<file path="src/rtl/gpr_pkg.sv">
// gpr_pkg: shared GPR writeback constants, scope encodings and write-request type
package gpr_pkg;
  localparam int GPR_IDX_W = 4;
  localparam int GPR_NUM = 16;
  localparam int GPR_DW = 32;
  localparam logic [1:0] WS_NONE = 2'b00;
  localparam logic [1:0] WS_LO = 2'b01;
  localparam logic [1:0] WS_HI = 2'b10;
  localparam logic [1:0] WS_ALL = 2'b11;
  typedef struct packed {
    logic [GPR_IDX_W-1:0] idx;
    logic [GPR_DW-1:0] data;
    logic [1:0] scope;
  } wb_req_t;
endpackage

</file>
<file path="src/rtl/gpr_wb_slot.sv">
// gpr_wb_slot: 1-entry writeback buffer with valid/ready handshake (ports: request in, grant in, buffered entry out, capture strobe out)
module gpr_wb_slot
  import gpr_pkg::*;
#(
  parameter int DW = 32
) (
  input  logic                 clk,
  input  logic                 rst_n,
  input  logic                 valid_i,
  input  logic [GPR_IDX_W-1:0] idx_i,
  input  logic [DW-1:0]        data_i,
  input  logic [1:0]           scope_i,
  input  logic                 grant_i,
  output logic                 ready_o,
  output logic                 capture_o,
  output logic                 valid_o,
  output logic [GPR_IDX_W-1:0] idx_o,
  output logic [DW-1:0]        data_o,
  output logic [1:0]           scope_o
);
  assign ready_o = !valid_o || grant_i;
  // scope-none requests complete the handshake but never occupy the buffer
  assign capture_o = valid_i && ready_o && (scope_i != WS_NONE);
  always_ff @(posedge clk or negedge rst_n) begin
    if (!rst_n) begin
      valid_o <= 1'b0;
      idx_o <= '0;
      data_o <= '0;
      scope_o <= WS_NONE;
    end else if (capture_o) begin
      valid_o <= 1'b1;
      idx_o <= idx_i;
      data_o <= data_i;
      scope_o <= scope_i;
    end else if (grant_i) begin
      valid_o <= 1'b0;
    end
  end
endmodule

</file>
<file path="src/rtl/gpr_wb_arbiter.sv">
// gpr_wb_arbiter: shares the GPR write port between EX and MEM writeback buffers (handshakes in, GPR write port, busy map and grant strobes out)
module gpr_wb_arbiter
  import gpr_pkg::*;
#(
  parameter int NREGS = 16,
  parameter int DW = 32
) (
  input  logic                 clk,
  input  logic                 rst_n,
  input  logic                 ex_valid_i,
  output logic                 ex_ready_o,
  input  logic [GPR_IDX_W-1:0] ex_idx_i,
  input  logic [DW-1:0]        ex_data_i,
  input  logic [1:0]           ex_scope_i,
  input  logic                 mem_valid_i,
  output logic                 mem_ready_o,
  input  logic [GPR_IDX_W-1:0] mem_idx_i,
  input  logic [DW-1:0]        mem_data_i,
  input  logic [1:0]           mem_scope_i,
  output logic [GPR_IDX_W-1:0] reg_w_idx_o,
  output logic [DW-1:0]        wdata_o,
  output logic                 wen_o,
  output logic [1:0]           wr_scope_o,
  output logic [NREGS-1:0]     busy_o,
  output logic                 ex_grant_o,
  output logic                 mem_grant_o
);
  logic ev, mv, ex_cap, mem_cap, rr_mem, mem_older;
  logic [GPR_IDX_W-1:0] eidx, midx;
  logic [DW-1:0] edata, mdata;
  logic [1:0] escope, mscope;
  gpr_wb_slot #(.DW(DW)) u_ex (
    .clk(clk), .rst_n(rst_n), .valid_i(ex_valid_i), .idx_i(ex_idx_i), .data_i(ex_data_i),
    .scope_i(ex_scope_i), .grant_i(ex_grant_o), .ready_o(ex_ready_o), .capture_o(ex_cap),
    .valid_o(ev), .idx_o(eidx), .data_o(edata), .scope_o(escope)
  );
  gpr_wb_slot #(.DW(DW)) u_mem (
    .clk(clk), .rst_n(rst_n), .valid_i(mem_valid_i), .idx_i(mem_idx_i), .data_i(mem_data_i),
    .scope_i(mem_scope_i), .grant_i(mem_grant_o), .ready_o(mem_ready_o), .capture_o(mem_cap),
    .valid_o(mv), .idx_o(midx), .data_o(mdata), .scope_o(mscope)
  );
  // same-register writes keep program order; otherwise round-robin
  assign ex_grant_o = ev && (!mv || ((eidx == midx) ? !mem_older : !rr_mem));
  assign mem_grant_o = mv && !ex_grant_o;
  assign wen_o = ex_grant_o || mem_grant_o;
  assign reg_w_idx_o = ex_grant_o ? eidx : mem_grant_o ? midx : '0;
  assign wdata_o = ex_grant_o ? edata : mem_grant_o ? mdata : '0;
  assign wr_scope_o = ex_grant_o ? escope : mem_grant_o ? mscope : WS_NONE;
  always_comb begin
    busy_o = '0;
    if (ev) busy_o[eidx] = 1'b1;
    if (mv) busy_o[midx] = 1'b1;
  end
  // age is only meaningful while both buffers stay occupied; a lone capture
  // is younger than the survivor, simultaneous capture counts EX as older
  logic ev_n, mv_n;
  assign ev_n = ex_cap || (ev && !ex_grant_o);
  assign mv_n = mem_cap || (mv && !mem_grant_o);
  always_ff @(posedge clk or negedge rst_n) begin
    if (!rst_n) begin
      rr_mem <= 1'b0;
      mem_older <= 1'b0;
    end else begin
      rr_mem <= ex_grant_o ? 1'b1 : mem_grant_o ? 1'b0 : rr_mem;
      mem_older <= !(ev_n && mv_n) ? 1'b0 : (ex_cap && !mem_cap) ? 1'b1 : mem_cap ? 1'b0 : mem_older;
    end
  end
endmodule

</file>
<file path="config.mk">
export PLATFORM = sky130hd
export DESIGN_NAME = gpr_wb_arbiter
export DESIGN_NICKNAME = d
export VERILOG_FILES = /design/src/rtl/gpr_pkg.sv /design/src/rtl/gpr_wb_slot.sv /design/src/rtl/gpr_wb_arbiter.sv
export SDC_FILE = /design/constraint.sdc
export NUM_CORES = 1
export LEC_CHECK = 0
export ABC_AREA = 1
export BUFFER_PORTS_ARGS = -buffer_cell sky130_fd_sc_hd__buf_4
export CAP_MARGIN = 20
export CORE_MARGIN = 2
export CORE_UTILIZATION = 50
export CTS_CLUSTER_DIAMETER = 120
export DETAILED_ROUTE_END_ITERATION = 12
export PLACE_DENSITY = 0.9
export SKIP_CTS_REPAIR_TIMING = 1
export SLEW_MARGIN = 0
export SYNTH_ARGS = -nofsm -noshare
export SYNTH_HDL_FRONTEND = slang
export SYNTH_SLANG_ARGS = --single-unit
</file>
<file path="constraint.sdc">
create_clock -name clk -period 3.2 [get_ports clk]
set_input_delay 0.48 -clock clk [delete_from_list [all_inputs] [get_ports clk]]
set_output_delay 0.48 -clock clk [all_outputs]
set_load 0.1 [all_outputs]
</file>
# [Word level (Yosys, flattened, before mapping)]
# Index checks and enable logic that the tools add are counted.
[word_totals] register_bits=80 out_inout_bits=59 word_cells=68
[op_classes] magnitude_cmp=4 n_eq_ne=2 mux=21 bitwise_logic=1 n_reduce_logical=30
[op_table] op="$mux W32" n=2
[op_table] op="$mux W16" n=2
[op_table] op="$or A16 B16 Y16" n=1
[op_table] op="$logic_and A1 B1 Y1" n=12
[op_table] op="$mux W1" n=11
[op_table] op="$lt A4 B5 Y1 const B" n=2
[op_table] op="$reduce_bool A2 Y1" n=5
[op_table] op="$demux W1 S4" n=2
[op_table] op="$ge A4 B1 Y1 const B" n=2
[op_table] op="$mux W4" n=2
[op_table] op="$logic_not A1 Y1" n=7
[op_table] op="$logic_or A1 B1 Y1" n=6
[op_table] op="$eq A4 B4 Y1" n=1
[op_table] op="$mux W2" n=2
[op_table] op="$ne A3 B1 Y1 const B" n=1

# [Longest topological paths before layout]
[depth] word_depth=13 mapped_depth=14

# [Hierarchy]
# A second synthesis with hierarchy kept.
[unflattened] cells_unflattened=573 area_unflattened_um2=4217.8
[modules_own_cells] module="gpr_wb_slot" n_inst=2 cells_per_inst=176 area_per_inst_um2=1565.3 seq_area_each_um2=975.9
[modules_own_cells] module="gpr_wb_arbiter" n_inst=1 cells_per_inst=221 area_per_inst_um2=1087.3 seq_area_each_um2=50.0

# [Least setup slack after synthesis]
# Ideal clock, no wire load.
[synth_path] kind="register -> output" start="register u_mem.valid_o" end="output port busy_o[12]" arrival_time_ps=3074 required_ps=2720 path_slack_ps=-354 path_stages_with_launch=4 path_cell_list="dfrtp_1 > clkbuf_1 > nand3_1 > o31ai_1"
[synth_between] elab_chain_len=1
[synth_rtl] item="start: declaration" line="gpr_wb_slot.sv:16" rtl="output logic valid_o,"
[synth_rtl] item="start signal: assignment" line="gpr_wb_slot.sv:26" rtl="valid_o <= 1'b0;"
[synth_rtl] item="start signal: assignment" line="gpr_wb_slot.sv:31" rtl="valid_o <= 1'b1;"
[synth_rtl] item="start signal: assignment" line="gpr_wb_slot.sv:36" rtl="valid_o <= 1'b0;"
[synth_rtl] item="$mux W16" line="gpr_wb_arbiter.sv:52" rtl="if (mv) busy_o[midx] = 1'b1;"
[synth_rtl] item="end: declaration" line="gpr_wb_arbiter.sv:24" rtl="output logic [NREGS-1:0] busy_o,"
# Every way passes these cells.

# [Final worst setup path]
[layout_path] start="register u_mem.idx_o[1]" end="output port wdata_o[6]"
[layout_between] elab_chain_len=8
[layout_rtl] item="start: declaration" line="gpr_wb_slot.sv:17" rtl="output logic [GPR_IDX_W-1:0] idx_o,"
[layout_rtl] item="start signal: assignment" line="gpr_wb_slot.sv:32" rtl="idx_o <= idx_i;"
[layout_rtl] item="$eq A4 B4 Y1 (*)" line="gpr_wb_arbiter.sv:43" rtl="assign ex_grant_o = ev && (!mv || ((eidx == midx) ? !mem_older : !rr_mem));"
[layout_rtl] item="$mux W1 (*)" line="gpr_wb_arbiter.sv:43"
[layout_rtl] item="$logic_or A1 B1 Y1 (*)" line="gpr_wb_arbiter.sv:43"
[layout_rtl] item="$logic_and A1 B1 Y1 (*)" line="gpr_wb_arbiter.sv:43"
[layout_rtl] item="$logic_not A1 Y1" line="gpr_wb_arbiter.sv:44" rtl="assign mem_grant_o = mv && !ex_grant_o;"
[layout_rtl] item="$logic_and A1 B1 Y1" line="gpr_wb_arbiter.sv:44"
[layout_rtl] item="$mux W32" line="gpr_wb_arbiter.sv:47" rtl="assign wdata_o = ex_grant_o ? edata : mem_grant_o ? mdata : '0;"
[layout_rtl] item="$mux W32 (*)" line="gpr_wb_arbiter.sv:47"
[layout_rtl] item="end: declaration" line="gpr_wb_arbiter.sv:21" rtl="output logic [DW-1:0] wdata_o,"
# Every way passes the cells marked *; elsewhere a longest branch is shown, timed or not.

==> impl_metrics.json <==
{
  "drive_above_1_share_pct": 26.5,
  "worstPathRequired_ns": 2.72,
  "min_path_type": "in -> reg",
  "rsz0062_at_grt": "no",
  "fp-row-count": 33,
  "synth.top_cell.area_share_pct": 48.4,
  "period_minus_slack_ns": 2.87,
  "clk_path_buf_depth": 2,
  "layout_commonest_cell": "nand2_1",
  "seq_area_frac_synth_pct": 48.4,
  "p_per_area_mw_per_mm2": 846,
  "antenna-diode-count": 0,
  "cts_tree": "yes",
  "synth_cell_types": 20,
  "final_cell_mix": "224 x nand2_1, 167 x nand3_1, 149 x buf_4",
  "grt_pass1_wl_mm": 20.1,
  "cts_root_buffer": "clkbuf_8",
  "drt_drc_violations_left": 0,
  "path_class": "reg -> out",
  "fmax_mhz": 348,
  "worst_slew_pin_slew_ns": 0.769,
  "ys_ff_latch": 80,
  "postLayoutCoreUtil_pct": 67.2,
  "cts_inserted_buffers": 9,
  "met2WireLength_mm": 6.27,
  "grt_pass1_vias": 4241,
  "wl_met1_mm": 4.93,
  "n_fill_cell": 693,
  "hold_depth": 3,
  "grt_usage_pct": 28.6,
  "antenna_found_initial": 0,
  "overflow": 0,
  "reg2reg_depth": 10,
  "slew_headroom_pct": 48.5,
  "die_h_um": 94.9,
  "critPathMaxFanout": 28,
  "viasPerCell": 5.57,
  "gp_congestion": 0.873,
  "vias": 4390,
  "drt_wl_total_mm": 12.3,
  "maxCapViolations": 0,
  "ys_warn_count": 0,
  "yosys.area.top_type": "dfrtp_1",
  "fin_ws_ns": 0.329,
  "leakage_nw": 3.03,
  "worstPathArrival_ns": 2.39,
  "fin_crit_sh_pct": 89.7,
  "cts.sinks": 80,
  "skew_ns": 0.0154,
  "syn_avg_cell_area_sq_um": 7.38,
  "die_x_um": 94.9,
  "postRouteAntennaNets": 0,
  "syn-num-nets": 640,
  "crit_path_start_kind": "register",
  "wl_per_cell_um": 15.7,
  "start_util_pct": 51.1,
  "setup_tns_ns": 0,
  "wl_met3_um": 964,
  "dieArea_sq_mm": 0.00901,
  "ys_top_cells_by_area": "dfrtp_1 48%, nand2_1 20%, nand3_1 20%",
  "end_kind": "output port",
  "port_buffers": 138,
  "dp_hpwl_mm": 8.43,
  "clk_pin_slew_ns": 0.08,
  "num_io_pins": 139,
  "area_growth_pct": 31.6,
  "hold_violations": 0,
  "htree_levels": 3,
  "highest_layer": "met4",
  "firstDrtPassIters": 5,
  "core_area_sq_mm": 0.00809,
  "peakVddDrop_v": 0.000468,
  "outcome": "finished clean",
  "drt_iter0_markers": 354,
  "grt_max_degree": 81,
  "synthCells": 560,
  "final_max_slew_viol_count": 0,
  "setup_viol": 0,
  "pre_cts_slack_ns": 0.703,
  "syn-cell-area_sq_mm": 0.00413,
  "fin_nets": 759,
  "clock_latency_ns": 0.34
}
[where the power goes]
group          internal [mW]  switching, mW
sequential              1.21          0.179
clock                  0.457          0.361
combinational          0.522           1.88
total                   2.19           2.41
[critical path, cell delays in order (launching register included)]
cell,delay [ns]
dfrtp_1,0.50
inv_2,0.10
nand2_1,0.07
nand2_1,0.06
nor2_2,0.10
nand2_1,0.06
nand2_1,0.09
nand2_1,0.08
nand2_1,0.11
buf_4,0.33
nand3_1,0.13
nand2_1,0.12
buf_4,0.29
[sequential cells by signal, summed over array words and instances, names as in the netlist]
register	count
u_mem.scope_o	2
mem_older	1
u_ex.scope_o	2
u_ex.data_o	32
u_mem.valid_o	1
u_mem.data_o	32
u_ex.idx_o	4
u_ex.valid_o	1
u_mem.idx_o	4
rr_mem	1
[layout make-up]
type | instances | area (sq um) | area share [%]
Clock inverter | 5 | 78.8 | 1.45
Timing Repair Buffer | 152 | 1180 | 21.6
Sequential cell | 80 | 2000 | 36.8
Inverter | 13 | 48.8 | 0.897
Tap cell | 105 | 131 | 2.41
Clock buffer | 10 | 138 | 2.53
Multi-Input combinational cell | 423 | 1860 | 34.2
[metal layers]
layer / up-vias / track usage [%]
met1: 2056 / 37.6
li1: 2071 / -
met2: 246 / 49.0
met5: - / 0
met4: 0 / 8.94
met3: 17 / 3.99
[metrics by stage]
stage | hold WS, ns | cell area, sq um | power (mW) | std cells
final | 0.359 | 5440 | 4.60 | 788
after global placement | 0.454 | 5190 | 3.75 | 771
after CTS | 0.336 | 5400 | 4.61 | 786
after global routing | 0.355 | 5440 | 4.82 | 788
after floorplan | 0.184 | 4140 | 3.24 | 560
after detailed placement | 0.459 | 5190 | 3.79 | 771
[cells in the mapped netlist (all sizes together)]
| master | n |
|---|---|
| buf | 29 |
| clkbuf | 15 |
| dfrtp | 80 |
| inv | 13 |
| nand2 | 225 |
| nand3 | 168 |
| nand4 | 2 |
| nor2 | 8 |
| nor3 | 2 |
| o21a | 2 |
| o21ai | 12 |
| o31ai | 4 |
[cell families (layout without fill, tap and decap cells)]
| kind of cell | Yosys count | after routing | synth area share (%) |
|---|---|---|---|
| AOI/OAI and AO/OA | 18 | 18 | 2.54 |
| buffers and inverters | 57 | 180 | 6.57 |
| DFF | 80 | 80 | 48.4 |
| and+or+nand+nor | 405 | 405 | 42.4 |
[path summary, 6_finish.rpt]
| check | end | from | slack [ns] |
|---|---|---|---|
| max reg2reg | u_ex.data_o[14] | u_mem.idx_o[1] | 0.76 |
| max | wdata_o[6] | u_mem.idx_o[1] | 0.33 |
| min in group asynchronous | u_mem.data_o[28] | rst_n | 0.48 |
| min | u_ex.data_o[16] | ex_data_i[16] | 0.36 |
| max in group asynchronous | u_mem.valid_o | rst_n | 2.13 |
| min reg2reg | u_mem.data_o[12] | u_mem.data_o[12] | 0.47 |
Power figures use the tool's default switching activity.
